File: src/rtl/audio_sample_streamer.sv
// audio_sample_streamer
//   Fetches stereo frames (32-bit words: [31:16] left, [15:0] right) from a
//   frame memory into a small show-ahead FIFO. The FIFO head goes to the
//   codec driver as 24-bit left/right samples, and one frame is consumed per
//   'advance' strobe.
//
//   FSM: IDLE -> REQ -> WAIT -> (REQ | DRAIN) -> IDLE.
//   Only one read is outstanding at a time. mem_addr = base + index and holds
//   steady from mem_rd until mem_valid, because the index only moves on a push.
//
//   Handshake: mem_rd is a one-cycle request issued only from REQ, and only
//   when the FIFO has a free slot. The matching mem_valid is accepted only in
//   WAIT. mem_valid in any other state, or one that arrives after stop or
//   reset, is dropped.
//
//   Build option: define AUDIO_STREAM_LOOP_EN to loop the buffer forever.
//   After the last frame is pushed, the index returns to 0 and the FSM goes
//   back to REQ. DRAIN is then reachable only with length == 0, and playback
//   ends only on stop or reset.
//
//   state_dbg exposes the FSM state: 0 IDLE, 1 REQ, 2 WAIT, 3 DRAIN.

module audio_sample_streamer #(
    parameter int ADDR_W     = 16,
    parameter int FIFO_DEPTH = 8
) (
    input  logic              CLOCK_50,
    input  logic              reset,
    input  logic              start,
    input  logic              stop,
    input  logic [ADDR_W-1:0] base_addr,
    input  logic [ADDR_W-1:0] length,
    output logic [ADDR_W-1:0] mem_addr,
    output logic              mem_rd,
    input  logic [31:0]       mem_rdata,
    input  logic              mem_valid,
    input  logic              advance,
    output logic [23:0]       dac_left,
    output logic [23:0]       dac_right,
    output logic              busy,
    output logic              underrun,
    output logic              done,
    output logic [1:0]        state_dbg
);

    localparam int PTR_W = (FIFO_DEPTH > 1) ? $clog2(FIFO_DEPTH) : 1;
    localparam logic [PTR_W:0]    DEPTH_C  = (PTR_W+1)'(FIFO_DEPTH);
    localparam logic [PTR_W:0]    CNT_ONE  = (PTR_W+1)'(1);
    localparam logic [PTR_W-1:0]  PTR_ONE  = PTR_W'(1);
    localparam logic [ADDR_W-1:0] ADDR_ONE = ADDR_W'(1);

    typedef enum logic [1:0] {
        S_IDLE  = 2'd0,
        S_REQ   = 2'd1,
        S_WAIT  = 2'd2,
        S_DRAIN = 2'd3
    } state_t;

    state_t state;
    state_t state_next;

    logic [ADDR_W-1:0] base_r;
    logic [ADDR_W-1:0] len_r;
    logic [ADDR_W-1:0] idx;
    logic [ADDR_W-1:0] idx_next;
    logic              load;

    logic [31:0]       fifo_mem [FIFO_DEPTH];
    logic [PTR_W-1:0]  wr_ptr;
    logic [PTR_W-1:0]  rd_ptr;
    logic [PTR_W:0]    count;
    logic [31:0]       head;
    logic              fifo_empty;
    logic              fifo_space;
    logic              push;
    logic              pop;
    logic              flush;
    logic              last_frame;
    logic              underrun_r;

    // FIFO status, the last-frame flag and the outputs derived from them
    always_comb begin
        fifo_empty = (count == '0);
        fifo_space = (count < DEPTH_C);
        last_frame = (idx == (len_r - ADDR_ONE));
        pop        = advance && !fifo_empty;
        head       = fifo_mem[rd_ptr];
        mem_addr   = base_r + idx;
        busy       = (state != S_IDLE);
        underrun   = underrun_r;
        state_dbg  = state;
        dac_left   = fifo_empty ? 24'h0 : {head[31:16], 8'h00};
        dac_right  = fifo_empty ? 24'h0 : {head[15:0], 8'h00};
    end

    // Next-state logic and FSM strobes; stop overrides everything else
    always_comb begin
        state_next = state;
        idx_next   = idx;
        load       = 1'b0;
        mem_rd     = 1'b0;
        push       = 1'b0;
        done       = 1'b0;
        flush      = 1'b0;
        if (stop) begin
            flush      = 1'b1;
            state_next = S_IDLE;
        end else begin
            case (state)
                S_IDLE: begin
                    if (start) begin
                        load       = 1'b1;
                        idx_next   = '0;
                        state_next = (length == '0) ? S_DRAIN : S_REQ;
                    end
                end
                S_REQ: begin
                    if (fifo_space) begin
                        mem_rd     = 1'b1;
                        state_next = S_WAIT;
                    end
                end
                S_WAIT: begin
                    if (mem_valid) begin
                        push = 1'b1;
                        if (last_frame) begin
`ifdef AUDIO_STREAM_LOOP_EN
                            idx_next   = '0;
                            state_next = S_REQ;
`else
                            idx_next   = idx + ADDR_ONE;
                            state_next = S_DRAIN;
`endif
                        end else begin
                            idx_next   = idx + ADDR_ONE;
                            state_next = S_REQ;
                        end
                    end
                end
                S_DRAIN: begin
                    if (fifo_empty) begin
                        done       = 1'b1;
                        state_next = S_IDLE;
                    end
                end
                default: state_next = S_IDLE;
            endcase
        end
    end

    // State register, frame index and the parameters captured on start
    always_ff @(posedge CLOCK_50) begin
        if (reset) begin
            state  <= S_IDLE;
            idx    <= '0;
            base_r <= '0;
            len_r  <= '0;
        end else begin
            state <= state_next;
            idx   <= idx_next;
            if (load) begin
                base_r <= base_addr;
                len_r  <= length;
            end
        end
    end

    // FIFO pointers and occupancy; a push and a pop together leave count unchanged
    always_ff @(posedge CLOCK_50) begin
        if (reset || flush) begin
            wr_ptr <= '0;
            rd_ptr <= '0;
            count  <= '0;
        end else begin
            if (push) wr_ptr <= wr_ptr + PTR_ONE;
            if (pop)  rd_ptr <= rd_ptr + PTR_ONE;
            case ({push, pop})
                2'b10:   count <= count + CNT_ONE;
                2'b01:   count <= count - CNT_ONE;
                default: count <= count;
            endcase
        end
    end

    // FIFO storage; the contents need no reset because count gates visibility
    always_ff @(posedge CLOCK_50) begin
        if (push) fifo_mem[wr_ptr] <= mem_rdata;
    end

    // Underrun pulse in the cycle after a starved advance during playback
    always_ff @(posedge CLOCK_50) begin
        if (reset) underrun_r <= 1'b0;
        else       underrun_r <= advance && fifo_empty && busy;
    end

endmodule
File: config.mk
export PLATFORM = sky130hd
export DESIGN_NAME = audio_sample_streamer
export DESIGN_NICKNAME = d
export VERILOG_FILES = /design/src/rtl/audio_sample_streamer.sv
export SDC_FILE = /design/constraint.sdc
export NUM_CORES = 1
export LEC_CHECK = 0
export ABC_AREA = 1
export CAP_MARGIN = 20
export CORE_UTILIZATION = 54
export CTS_CLUSTER_DIAMETER = 150
export DETAILED_ROUTE_END_ITERATION = 8
export PLACE_DENSITY = 0.79
export SKIP_LAST_GASP = 1
export SLEW_MARGIN = 10
export SYNTH_ARGS = -nofsm -noshare
export SYNTH_HDL_FRONTEND = slang
export SYNTH_SLANG_ARGS = --single-unit
File: constraint.sdc
create_clock -name CLOCK_50 -period 5.95 [get_ports CLOCK_50]
set_input_delay 1.785 -clock CLOCK_50 [delete_from_list [all_inputs] [get_ports CLOCK_50]]
set_output_delay 1.785 -clock CLOCK_50 [all_outputs]
set_load 0.03 [all_outputs]
-- Word level (Yosys, flattened, before mapping)
Memories as Yosys holds them, arrays and structs flattened. A register that Yosys moved wholly into a read port is not among the register bits.
Cells that the tools add are included.
- $add $sub $neg: 7
- reductions and logical operators: 14
- bitwise gates (word level): 1
- order comparisons: 1
- equal/unequal tests: 10
- multiplexer cells: 30
- operators with widths (operator ; count):
    $mux 24 ; 2
    $mux 16 ; 2
    $pmux 16 s2 ; 1
    $add 16x1->16 const B ; 1
    $add 16x16->16 ; 1
    $eq 16x16->1 ; 1
    $logic_not 16->1 ; 1
    $sub 16x1->16 const B ; 1
    $mux 1 ; 15
    $mux 2 ; 6
    $ne 2x2->1 const B ; 4
    $pmux 2 s4 ; 1
    $pmux 4 s2 ; 1
    $reduce_and 4->1 ; 2
    $add 3x1->3 const B ; 2
    $eq 2x2->1 const B ; 3
    $mux 3 ; 2
    $reduce_bool 2->1 ; 3
    $add 4x1->4 const B ; 1
    $eq 2x1->1 const B ; 2
    $logic_not 4->1 ; 1
    $lt 4x4->1 const B ; 1
    $sub 4x1->4 const B ; 1
    $logic_and 1x1->1 ; 3
    5 further kinds ; 5
- memories: 1
- input port bits: 70
- bits in registers: 61
- RAM bits: 256
- memories (memory ; words ; width ; rd ports ; clocked after memory_dff ; write ports ; RTL line ; text):
    fifo_mem ; 8 ; 32 ; 1 ; 1 ; 1 ; 68 ; logic [31:0] fifo_mem [FIFO_DEPTH];

-- Logic depth before layout (Yosys ltp)
Gate-level depths: netlist of run 1.
- word-level depth: 5
- gate-level depth with buffers: 14
- gate-level depth less buffers: 14

-- Worst setup path after synthesis of run 1
OpenSTA, ideal clock, no wires.
- path type: in2reg
- start: in stop
- end: mem fifo_mem[6][0] (enable)
- data arrival time: 4.444 ns
- slack: 1.045 ns
- stages on the path: 5
- setup time: 0.461 ns
- required time: 5.489 ns
- cells stage by stage: nor2_4 nand3_4 inv_1 nand2_1 nor3_1
- word-level cells in the longest chain between the ends: 3
- ends and longest elaborated chain (item ; RTL line ; text):
    from (decl) ; 30 ; input logic stop,
    $mux 1 ; 105 ; if (stop) begin
    $mux 1 ; 187 ; if (push) fifo_mem[wr_ptr] <= mem_rdata;
    $mux 1 (not written as such) ; 187 ;
    to (decl) ; 68 ;
Every way passes these cells.

==> impl_metrics.csv, run 1 <==
group,metric,value,unit
status,status,"completed",
logic_synthesis,synth_compound_area_share,13.5,%
sta,fin_skew,16.4,ps
clock_network,cts.sinks,320,
logic_synthesis,ys_top_cells_by_count,"280 x nor2_1, 256 x edfxtp_1, 214 x o21ai_0",
clock_network,holdBufCountCts,0,
detailed_routing,firstDrtPassIters,5,
worst_setup_path,cp.arrival,3590,ps
detailed_routing,drt-initial-drc-count,811,
floorplanning,fp-row-count,58,
logic_synthesis,yosysWarnings,0,
logic_synthesis,synth_enable_flop_cells,256,
worst_setup_path,end_kind,"output port",
placement,dp_worst_setup_slack,937,ps
global_route,grt_pass1_wl,49400,µm
final_layout,nFillCells,1893,
sta,slew_violations,0,
detailed_routing,vias_per_cell,5.58,
floorplanning,core_area,25300,µm²
sta,fin_crit_sh,90.3,%
sta,tns,0,ps
logic_synthesis,synth-adder-area-share,2.26,%
job,maxCapViolCount,0,
logic_synthesis,yosysTopAreaCell,"edfxtp_1",
final_layout,regArea,8970,µm²
clock_network,cts-root-buf,"clkbuf_16",
floorplanning,die-area,26500,µm²
logic_synthesis,yosys.area_share.xor_xnor,1.88,%
sta,fmax,186,MHz
floorplanning,die_h,163,µm
power_and_ir_drop,powerDensity,280,nW/µm²
global_route,gr-total-overflow,0,
sta,timing_hold_violations_final,0,
clock_network,h-tree-depth,1,
worst_setup_path,path_max_fanout,56,
final_layout,multi_input_area,4440,µm²
placement,gp_congestion,0.899,
power_and_ir_drop,peakVddDrop,0.261,mV
logic_synthesis,synthSimpleGateAreaFrac,13.4,%
floorplanning,die_width,163,µm
floorplanning,initial_core_util,55.3,%
clock_network,cts_tree,"built",
sta,slew_headroom,36.6,%
worst_setup_path,r2r_cells,14,
logic_synthesis,synthMostInstantiatedCell,"nor2_1",
logic_synthesis,yosysSeqAreaShare,64.2,%
clock_network,cts_buffers,31,
sta,finalSetupViolCount,0,
logic_synthesis,yosysTopAreaCellShare,55.0,%
final_layout,nNetsFinal,1542,
logic_synthesis,syn_inst,1332,
clock_network,insertion_delay,580,ps
placement,portBuffers,123,
worst_hold_path,hp-class,"reg2reg",
logic_synthesis,muxShareOfSynthArea,0,%
logic_synthesis,synth_top_family_by_area,"compound AO/OA/AOI/OAI gates",
global_route,track_usage,23.8,%
worst_setup_path,worstPathRequired,4160,ps
clock_network,cts_resized,0,
global_route,first_global_vias,9555,
final_layout,drive_gt1_share,6.52,%
sta,worst_slew_pin_slew,946,ps
clock_network,ctsLongestPathBuffers,3,
sta,setup_ws,575,ps
detailed_routing,drc,0,
worst_setup_path,path_class,"reg2out",
detailed_routing,num_vias,10100,
sta,min_period,5380,ps
power_and_ir_drop,p_leak,0.00588,µW
clock_network,clk_pin_slew,60,ps
floorplanning,num_io_pins,140,
final_layout,area_delta_synth_final,18.4,%
logic_synthesis,ys_dominant_reg_cell,"edfxtp_1",
global_route,grt_antenna_before_repair,0,
worst_hold_path,holdPathStages,2,
detailed_routing,wirelength,31300,µm
worst_setup_path,critPathLaunchType,"flip-flop",
logic_synthesis,synth_area_per_cell,10.5,µm²
logic_synthesis,synthArstFlopShare,0,%
sta,rsz0062_at_grt,"no",
detailed_routing,drtAntennaViolNets,0,
clock_network,post_cts_buffers,0,
final_layout,diodes,0,
placement,hpwl,19500,µm
logic_synthesis,synth.area.top_cells,"edfxtp_1 55%, dfxtp_1 9.2%, o21ai_0 7.7%",
logic_synthesis,synth_cell_types,42,
logic_synthesis,synth_area,14000,µm²
detailed_routing,wl_per_cell,17.3,µm
global_route,grt_max_degree,65,
logic_synthesis,ys_ff_latch,320,
## cells in the final DEF, fill, tap and decap left out, types with 7 or more instances in the layout
cell / netlist / layout
nand3_1: 28 / 28
ha_1: 22 / 22
inv_1: 75 / 75
nor2_4: 3 / 7
clkbuf_16: 0 / 31
buf_4: 16 / 18
o21ai_1: 8 / 8
clkinv_1: 2 / 11
edfxtp_1: 256 / 256
xor2_1: 18 / 18
nor2_1: 280 / 276
conb_1: 1 / 16
nand2_1: 93 / 93
o22ai_1: 33 / 33
xnor2_1: 12 / 12
a31oi_1: 32 / 32
a21oi_1: 57 / 57
dfxtp_1: 64 / 62
o21ai_0: 214 / 214
clkdlybuf4s50_1: 0 / 123
nor3_1: 14 / 10
## state kept, by name, indices dropped and copies added, names as in the netlist, named ones only
signal and flops:
state_dbg 2, rd_ptr 3, len_r 16, idx 16, fifo_mem 256, underrun 1
base_r 16, count 4, wr_ptr 3
## report_power, final
group / total (µW) / switching [µW] / internal [µW]
Combinational: 304 / 184 / 120
Clock: 1870 / 814 / 1050
Sequential: 2450 / 17.9 / 2430
Total: 4620 / 1020 / 3610
## worst paths after layout
kind,from,slack (ps),to
worst max register to register,count[1],3360,count[3]
worst min-delay path,rd_ptr[2],460,flip-flop
worst min register to register,rd_ptr[2],460,flip-flop
worst max-delay path,flip-flop,570,dac_right[18]
## metrics by stage
step                      std cells  area [µm²]  power [µW]  utilization, %  hold WS [ps]
after global routing           1803       16500        4770            65.5           497
after detailed placement       1745       15600        2800            61.6           461
after CTS                      1803       16500        4640            65.5           466
final                          1803       16500        4620            65.5           461
after global placement         1745       15600        2790            61.6           446
after floorplan                1347       14000        2680               -           433
## cell type report
cell class,instances,share of cell area (%)
Sequential cell,320,54.3
Clock inverter,20,0.953
Multi-Input combinational cell,869,26.9
Inverter,82,1.87
Timing Repair Buffer,144,8.63
Clock buffer,38,4.91
Tap cell,330,2.50
## layer usage
layer	vias up	routed length, µm	GRT usage [%]
li1	4887	-	-
met1	4795	13000	31.0
met2	327	15600	40.9
met3	53	1970	3.87
met4	0	709	7.26
met5	-	0	0
## critical path: stages (launching register included)
cell             delay (ps)
dfxtp_4                 660
clkinv_2                690
buf_4                   470
o21ai_0                 170
o22ai_1                  80
o21ai_0                 210
a31oi_1                  90
clkdlybuf4s50_1         640
## logic make-up (layout without fill, tap and decap cells)
logic type / Yosys count / after routing
simple gates: 444 / 444
compound gates: 355 / 355
flops: 320 / 320
buf+inv: 158 / 284
xor+xnor: 30 / 30
fa+ha+maj: 24 / 24
other cells: 1 / 16
(Power assumes the default switching activity.)
==> inputs of run 2 (changes only) <==
- CORE_MARGIN: unset -> 1
- GPL_ROUTABILITY_DRIVEN: unset -> 0
==> run 2 against run 1 <==
  * Worst hold slack gained 22 ps
  * Total power increased by 3.3%
  * Critical path depth is the same
  * Die area did not move
  * Sequential cell count is the same
  * Combinational power is essentially flat
  * Maximum frequency barely moved
  * Critical path type unchanged
  * Largest power group unchanged
==> impl_metrics.csv, run 2 (synthesis gave the netlist of run 1 again) <==
group,metric,value,unit
status,status,"completed",
final_layout,layout.cells.non_filler,1807,
sta,rsz0062_at_grt,"no",
sta,fmax,186,MHz
worst_setup_path,crit_top_cell,"o21ai_0",
sta,fin_crit_sh,90.3,%
worst_hold_path,hp-class,"reg2reg",
final_layout,mostFrequentLayoutCell,"nor2_1",
global_route,grt_antenna_before_repair,0,
global_route,gr-total-overflow,0,
worst_hold_path,hold_path_end,"rd_ptr[2]",
worst_setup_path,path_cells,"clkinv_2 -> buf_4 -> o21ai_0 -> o22ai_1 -> o21ai_0 -> a31oi_1 -> clkdlybuf4s50_1",
final_layout,drive_gt1_share,7.04,%
sta,timing_hold_violations_final,0,
detailed_routing,drc,0,
clock_network,cts.sinks,320,
worst_setup_path,path_class,"reg2out",
sta,finalSetupViolCount,0,
final_layout,largest_reg_flops,256,
worst_setup_path,cp.arrival,3590,ps
worst_setup_path,r2r_cells,14,
clock_network,h-tree-depth,2,
worst_setup_path,critical-path-max-stage-delay,740,ps
final_layout,nNetsFinal,1547,
floorplanning,num_io_pins,140,
worst_setup_path,critPathLaunchType,"flip-flop",
clock_network,ctsLongestPathBuffers,3,
sta,fin_skew,30.9,ps
worst_hold_path,hold_start,"rd_ptr[2]",
global_route,grt_max_degree,65,
sta,min_period,5370,ps
clock_network,post_cts_buffers,0,
worst_setup_path,r2r_start,"count[1]",
final_layout,diodes,0,
detailed_routing,vias_per_cell,5.68,
placement,dp_worst_setup_slack,946,ps
global_route,grt_pass1_wl,49500,µm
floorplanning,die_h,163,µm
final_layout,area_delta_synth_final,19.0,%
worst_hold_path,holdPathStages,2,
detailed_routing,firstDrtPassIters,5,
sta,slew_violations,0,
detailed_routing,num_vias,10300,
power_and_ir_drop,peakVddDrop,0.261,mV
detailed_routing,wirelength,32100,µm
clock_network,insertion_delay,530,ps
placement,portBuffers,123,
worst_setup_path,cp_slowest_cell,"clkinv_2",
worst_setup_path,end_kind,"output port",
worst_setup_path,r2r-end,"count[3]",
sta,holdWs,484,ps
detailed_routing,wl_per_cell,17.8,µm
clock_network,cts_resized,0,
floorplanning,fp-row-count,58,
final_layout,design_area,16600,µm²
floorplanning,core_area,25300,µm²
worst_setup_path,rrSetupSlack,3320,ps
floorplanning,die-area,26500,µm²
detailed_routing,drt-initial-drc-count,810,
floorplanning,die_width,163,µm
placement,dp.cells,1747,
final_layout,final_cell_mix,"276 x nor2_1, 256 x edfxtp_1, 214 x o21ai_0",
worst_setup_path,worstPathRequired,4160,ps
power_and_ir_drop,p_leak,0.00594,µW
clock_network,cts_buffers,34,
placement,post_dp_cell_area,15600,µm²
floorplanning,initial_core_util,55.3,%
clock_network,holdBufCountCts,0,
sta,tns,0,ps
global_route,track_usage,24.1,%
power_and_ir_drop,powerDensity,287,nW/µm²
sta,setup_ws,578,ps
worst_setup_path,path_max_fanout,62,
job,maxCapViolCount,0,
global_route,first_global_vias,9690,
clock_network,clk_pin_slew,60,ps
sta,slew_headroom,42.5,%
final_layout,top_register,"fifo_mem",
clock_network,cts-root-buf,"clkbuf_16",
sta,worst_slew_pin_slew,862,ps
clock_network,cts_tree,"built",
detailed_routing,drtAntennaViolNets,0,
placement,hpwl,19500,µm
-- run 2: report_power, final --
part	internal (µW)	switching (µW)	total, µW	leakage, µW
registers	2430	18.2	2450	0.00282
logic	120	186	306	0.00258
clock network	1180	833	2020	0.000529
-- run 2: cell type report --
cell class                 count  area [µm²]
fill                        1858        8630
sequential                   320        8970
clock buffer                  44         918
timing repair buffer         146        1420
inverter                      82         309
clock inverter                16         150
multi-input combinational    869        4440
tap                          330         413
-- run 2: through the flow --
step / total power (µW) / utilization (%)
finish: 4770 / 65.8
global route: 4920 / 65.8
CTS: 4790 / 65.8
detailed placement: 2800 / 61.6
global placement: 2790 / 61.6
floorplan: 2680 / -
-- run 2: how the worst max path moves through the flow --
stage / from / to
floorplan: stop / fifo_mem[6][0]
finish: flip-flop / dac_right[10]
global placement: stop / done
detailed placement: stop / done
global route: flip-flop / dac_right[11]
CTS: flip-flop / dac_right[10]
-- run 2: critical path: cells and delay by family (launching register included) --
kind | cells | cell delay [ps]
flops | 1 | 640
buf+inv | 3 | 1880
compound gates | 4 | 530
-- run 2: layer usage --
layer	vias up	global-route usage [%]	share of wire [%]
li1	4901	-	-
met1	4886	31.4	41
met2	412	40.6	49
met3	60	3.79	7.3
met4	0	9.39	2.4
met5	-	0	0
